## config.mk

```make
export PLATFORM = sky130hd
export DESIGN_NAME = cordic_stage_one_part
export DESIGN_NICKNAME = d
export VERILOG_FILES = /design/src/rtl/cordic_stage_one_part.sv
export SDC_FILE = /design/constraint.sdc
export NUM_CORES = 1
export LEC_CHECK = 0
export BUFFER_PORTS_ARGS = -buffer_cell sky130_fd_sc_hd__buf_2
export CORE_MARGIN = 4
export CORE_UTILIZATION = 53
export CTS_CLUSTER_SIZE = 40
export DETAILED_ROUTE_END_ITERATION = 8
export GPL_TIMING_DRIVEN = 0
export HOLD_SLACK_MARGIN = 0.05
export PLACE_DENSITY_LB_ADDON = 0.05
export SLEW_MARGIN = 20
export SYNTH_ARGS = -nofsm -noshare
export SYNTH_HDL_FRONTEND = slang
export SYNTH_SLANG_ARGS = --single-unit
```

## constraint.sdc

```tcl
create_clock -name clk -period 9.2 [get_ports clk]
set_clock_uncertainty 0.2 [all_clocks]
set_input_delay 1.38 -clock clk [delete_from_list [all_inputs] [get_ports clk]]
set_output_delay 1.38 -clock clk [all_outputs]
set_load 0.005 [all_outputs]
```

## src/rtl/cordic_stage_one_part.sv

```systemverilog
// cordic_stage_one_part: halves, squares and converts one IEEE-754 single to signed Q2.20 for the CORDIC core.
// Optional macro STAGE_ONE_SQUARE_RNE_EN: square mantissa rounds to nearest-even instead of truncating.
module cordic_stage_one_part #(
    parameter int FLT_DATA_WIDTH    = 32,
    parameter int CORDIC_DATA_WIDTH = 22
) (
    input  logic                         clk,
    input  logic                         rst,
    input  logic                         clk_en,
    input  logic                         start,
    input  logic [FLT_DATA_WIDTH-1:0]    x,
    output logic [FLT_DATA_WIDTH-1:0]    half,
    output logic [FLT_DATA_WIDTH-1:0]    square,
    output logic [CORDIC_DATA_WIDTH-1:0] x_to_cordic,
    output logic                         done
);

    localparam int CW = CORDIC_DATA_WIDTH;

`ifdef STAGE_ONE_SQUARE_RNE_EN
    localparam int PROD_LSB = 0;
`else
    localparam int PROD_LSB = 23;
`endif
    localparam int PW = 48 - PROD_LSB;

    // Exponent at which the significand shifted right lands on the Q2.(CW-2) grid.
    localparam logic [8:0]    FX_BIAS = 9'(152 - CW);
    localparam logic [CW-1:0] POS_SAT = {1'b0, {(CW-1){1'b1}}};
    localparam logic [CW-1:0] NEG_SAT = {1'b1, {(CW-1){1'b0}}};

    typedef enum logic [1:0] {IDLE, MUL, NORM, DONE} state_t;

    state_t                    state;
    logic [FLT_DATA_WIDTH-1:0] x_reg;
    logic [47:PROD_LSB]        prod;

    logic        x_sign;
    logic [7:0]  x_exp;
    logic [22:0] x_mant;
    logic [23:0] x_sig;
    logic        is_zero;
    logic        is_special;
    logic        is_nan;

    assign x_sign     = x_reg[31];
    assign x_exp      = x_reg[30:23];
    assign x_mant     = x_reg[22:0];
    assign x_sig      = {1'b1, x_mant};
    assign is_zero    = (x_exp == 8'd0);
    assign is_special = (x_exp == 8'hFF);
    assign is_nan     = is_special && (x_mant != 23'd0);

    logic [31:0] half_next;

    always_comb begin
        if (is_special)
            half_next = x_reg;
        else if (x_exp <= 8'd1)
            half_next = {x_sign, 31'd0};
        else
            half_next = {x_sign, x_exp - 8'd1, x_mant};
    end

    logic [22:0] sq_mant_t;
    logic [23:0] sq_round;
    logic [9:0]  sq_exp;
    logic [31:0] square_next;
`ifdef STAGE_ONE_SQUARE_RNE_EN
    logic        sq_guard;
    logic        sq_sticky;
`endif

    // sq_exp carries the +127 bias twice; it is compared against 127 and 382 before rebiasing.
    always_comb begin
        sq_mant_t = prod[47] ? prod[46:24] : prod[45:23];
`ifdef STAGE_ONE_SQUARE_RNE_EN
        if (prod[47]) begin
            sq_guard  = prod[23];
            sq_sticky = |prod[22:0];
        end else begin
            sq_guard  = prod[22];
            sq_sticky = |prod[21:0];
        end
        sq_round = {1'b0, sq_mant_t} + 24'(sq_guard & (sq_sticky | sq_mant_t[0]));
`else
        sq_round = {1'b0, sq_mant_t};
`endif
        sq_exp = {1'b0, x_exp, 1'b0} + 10'(prod[47]) + 10'(sq_round[23]);

        if (is_zero)
            square_next = 32'h0000_0000;
        else if (is_special)
            square_next = is_nan ? 32'h7FC0_0000 : 32'h7F80_0000;
        else if (sq_exp >= 10'd382)
            square_next = 32'h7F80_0000;
        else if (sq_exp <= 10'd127)
            square_next = 32'h0000_0000;
        else
            square_next = {1'b0, 8'(sq_exp - 10'd127), sq_round[22:0]};
    end

    logic [8:0]    fx_shamt;
    logic [23:0]   fx_shifted;
    logic [CW-1:0] fx_mag;
    logic [CW-1:0] fx_next;

    always_comb begin
        fx_shamt   = FX_BIAS - {1'b0, x_exp};
        fx_shifted = x_sig >> fx_shamt;
        fx_mag     = CW'(fx_shifted);
        if (is_nan || is_zero)
            fx_next = '0;
        else if (x_exp >= 8'd128)
            fx_next = x_sign ? NEG_SAT : POS_SAT;
        else
            fx_next = x_sign ? (~fx_mag + 1'b1) : fx_mag;
    end

    // Whole slice advances only on clk_en; outputs are written once per operation in NORM.
    always_ff @(posedge clk or negedge rst) begin
        if (!rst) begin
            state       <= IDLE;
            x_reg       <= '0;
            prod        <= '0;
            half        <= '0;
            square      <= '0;
            x_to_cordic <= '0;
            done        <= 1'b0;
        end else if (clk_en) begin
            case (state)
                IDLE, DONE: begin
                    if (start) begin
                        x_reg <= x;
                        done  <= 1'b0;
                        state <= MUL;
                    end
                end
                MUL: begin
                    prod  <= PW'(({24'd0, x_sig} * {24'd0, x_sig}) >> PROD_LSB);
                    state <= NORM;
                end
                NORM: begin
                    half        <= half_next;
                    square      <= square_next;
                    x_to_cordic <= fx_next;
                    done        <= 1'b1;
                    state       <= DONE;
                end
                default: state <= IDLE;
            endcase
        end
    end

endmodule

```

==> metrics.yaml <==
run_status:
  status: "finished, final reports clean"
timing:
  period_needed_ns: 8.84
  rsz0062_at_grt: "no"
  maxSlewHeadroom: 0.344
  slew_viol_final: 0
  fin_crit_sh: 0.961
  max_freq_ghz: 0.113
  hold_violations: 0
  setup_violations: 0
  worst_pin_slew_ns: 0.983
synth:
  synthCells: 2521
  synth_edf_count: 0
  ys_async_sr_fraction: 1.00
  synth_top_area_share: 0.349
  avgSynthCellArea_um2: 9.61
  synthFlopType: "dfrtp_1"
  synth_top_cells_by_area: "fa_1, dfrtp_1, ha_1"
  synth_cell_types: 107
  ys_warn_count: 0
  synth_nets: 3160
  yosysSeqAreaShare: 0.150
  ys_ff_latch: 145
  synth_area_um2: 24200
  yosysTopAreaCell: "fa_1"
critical_path:
  startpoint: "x_reg[7]"
  start_kind: "flop"
  r2r_slack_ns: 0.36
  crit_path_end_kind: "flop"
  r2r_start: "x_reg[7]"
  r2r_end: "prod[42]"
  critPathRequiredTime_ns: 9.32
  reg2regPathDepth: 24
  critPathArrivalTime_ns: 8.96
  setup.worst_path.end: "prod[42]"
  crit_fanout: 10
  timing_worst_setup_path_type: "reg -> reg"
place:
  gp_congestion: 0.954
  io_buffers: 120
  hpwl_um: 61600
  dpl-instance-area_um2: 25600
global_routing:
  grt_usage: 0.315
  grt_pass1_vias: 19300
  grt_pass1_wl_um: 118000
  antenna_found_initial: 0
  grt_overflow: 0
  grt_max_degree: 93
final_layout:
  final_common_cell: "inv_1"
  layout_common_cells: "inv_1, fa_1, nand2_1, ha_1, buf_2"
  fillerInstances: 4150
  stdcell_area_um2: 26300
  area_delta_synth_final_pct: 8.69
  drive_gt1_frac: 0.136
  nNetsFinal: 3298
cts:
  numCtsBuffers: 17
  clkTransAtPathRegs_ns: 0.07
  cts.path.max_buffers: 2
  insertion_delay_ns: 0.46
  cts_tree: "yes"
  clkSinkCount: 145
  root_buffer: "clkbuf_16"
  cts.htree.levels: 4
drt:
  drt-total-wl_um: 76200
  drt_iter0_markers: 1583
  routed_via_density: 5.66
  drc: 0
  avgRoutedWirePerCell_um: 23.3
  via_count: 18500
  first_pass_iters: 6
  ant_nets: 0
floorplanning:
  std_cell_rows: 78
  start_util: 0.535
  die_h_um: 222
  core_um2: 45300
  dieArea_um2: 49200
  dieWidth_um: 222
  num_io_pins: 123
hold_path:
  hold_class: "reg -> reg"
flow_run:
  maxCapViolCount: 0
==> synth_stat cells (5+ instances only) <==
library cell,n
a221o_1,5
and3_1,7
or2_2,8
a211oi_1,8
nor2_1,93
mux4_2,20
clkbuf_1,93
xor2_1,22
inv_1,590
o21ai_0,88
a21oi_1,48
mux2_2,40
o21a_1,7
o21ai_1,5
nor2b_1,7
and2_1,70
o211ai_1,7
xnor2_1,28
nand2_1,262
o22ai_1,8
a211o_1,7
buf_6,13
nor3b_1,7
nor3_1,22
fa_1,423
a31oi_1,6
nand3_1,27
o21bai_1,5
a21o_1,19
ha_1,180
nand4_1,10
a221oi_1,5
a21boi_0,5
buf_1,5
buf_4,7
a22o_1,43
nor4_1,10
mux2i_1,60
nand2b_1,5
dfrtp_1,145
==> logic make-up (layout without fill, tap and decap cells) <==
family,Yosys count,after routing,share of synthesized area
AOI/OAI and AO/OA,319,319,0.0954
xor gates and xnor gates,53,53,0.0210
adders and majority gates,603,603,0.442
buffers and inverters,720,871,0.118
DFF,145,145,0.150
muxes,123,123,0.0647
other,1,2,0.000155
and+or+nand+nor,557,557,0.108
==> routing by layer <==
metal,GRT usage,part of all wire,up-vias
li1,-,-,8182
met1,0.463,0.44,9474
met2,0.484,0.45,762
met3,0.0622,0.080,120
met4,0.0828,0.027,0
met5,0,0,-
==> metrics by stage <==
| step | hold slack, ns | setup TNS (ns) | util | cells | worst slack [ns] |
|---|---|---|---|---|---|
| 3_3_place_gp | 0.246 | -6.15 | 0.565 | 3241 | -0.852 |
| 5_1_grt | 0.291 | 0 | 0.582 | 3272 | 0.0942 |
| 3_5_place_dp | 0.256 | -7.45 | 0.566 | 3242 | -1.01 |
| 4_1_cts | 0.270 | 0 | 0.580 | 3272 | 0.0185 |
| 6_report | 0.269 | 0 | 0.582 | 3273 | 0.359 |
| 2_1_floorplan | 0.249 | 0 | - | 2521 | 1.50 |
==> worst min-delay path by stage <==
stage	from	depth (start not counted)	slack [ns]	end
after CTS	half[25]	2	0.27	half[25]
after global placement	half[25]	2	0.25	half[25]
after detailed placement	half[25]	2	0.26	half[25]
final	half[25]	2	0.27	half[25]
after global routing	half[25]	2	0.29	half[25]
after floorplan	prod[23]	2	0.25	prod[23]
==> repair_timing <==
| item | in CTS | in global routing |
|---|---|---|
| endpoints found under the setup margin | 18 | 6 |
| gates resized for setup | 46 | 58 |
| hold buffers | 0 | 0 |
| pin swaps | 0 | 1 |
| setup buffers | 0 | 2 |
| cloned | 0 | 0 |
==> critical path, stage by stage (launching register included) <==
cell	delay [ns]
dfrtp_2	0.56
clkbuf_2	0.38
buf_2	0.45
inv_1	0.40
nor2_1	0.32
fa_1	0.49
fa_1	0.48
fa_1	0.57
ha_1	0.14
inv_1	0.05
fa_1	0.47
inv_1	0.06
fa_1	0.55
fa_1	0.41
ha_1	0.31
a211oi_1	0.31
nand2_1	0.10
nor4_1	0.34
o211ai_1	0.28
a311oi_1	0.51
o31ai_1	0.25
a221o_1	0.37
a21oi_1	0.19
xor2_1	0.37
o21ai_0	0.13
==> cell type report <==
type / count / area, µm² / area share
Timing Repair Buffer: 123 / 653 / 0.0248
Clock inverter: 14 / 164 / 0.00622
Tap cell: 600 / 751 / 0.0285
Inverter: 593 / 2230 / 0.0847
Buffer: 123 / 704 / 0.0267
Antenna cell: 1 / 2.50 / 0.0000950
Sequential cell: 145 / 3650 / 0.138
Multi-Input combinational cell: 1656 / 17700 / 0.674
Clock buffer: 18 / 439 / 0.0167
Power is not shown: default switching activity piles up to over one toggle a cycle in this logic, so the estimate is an artifact.
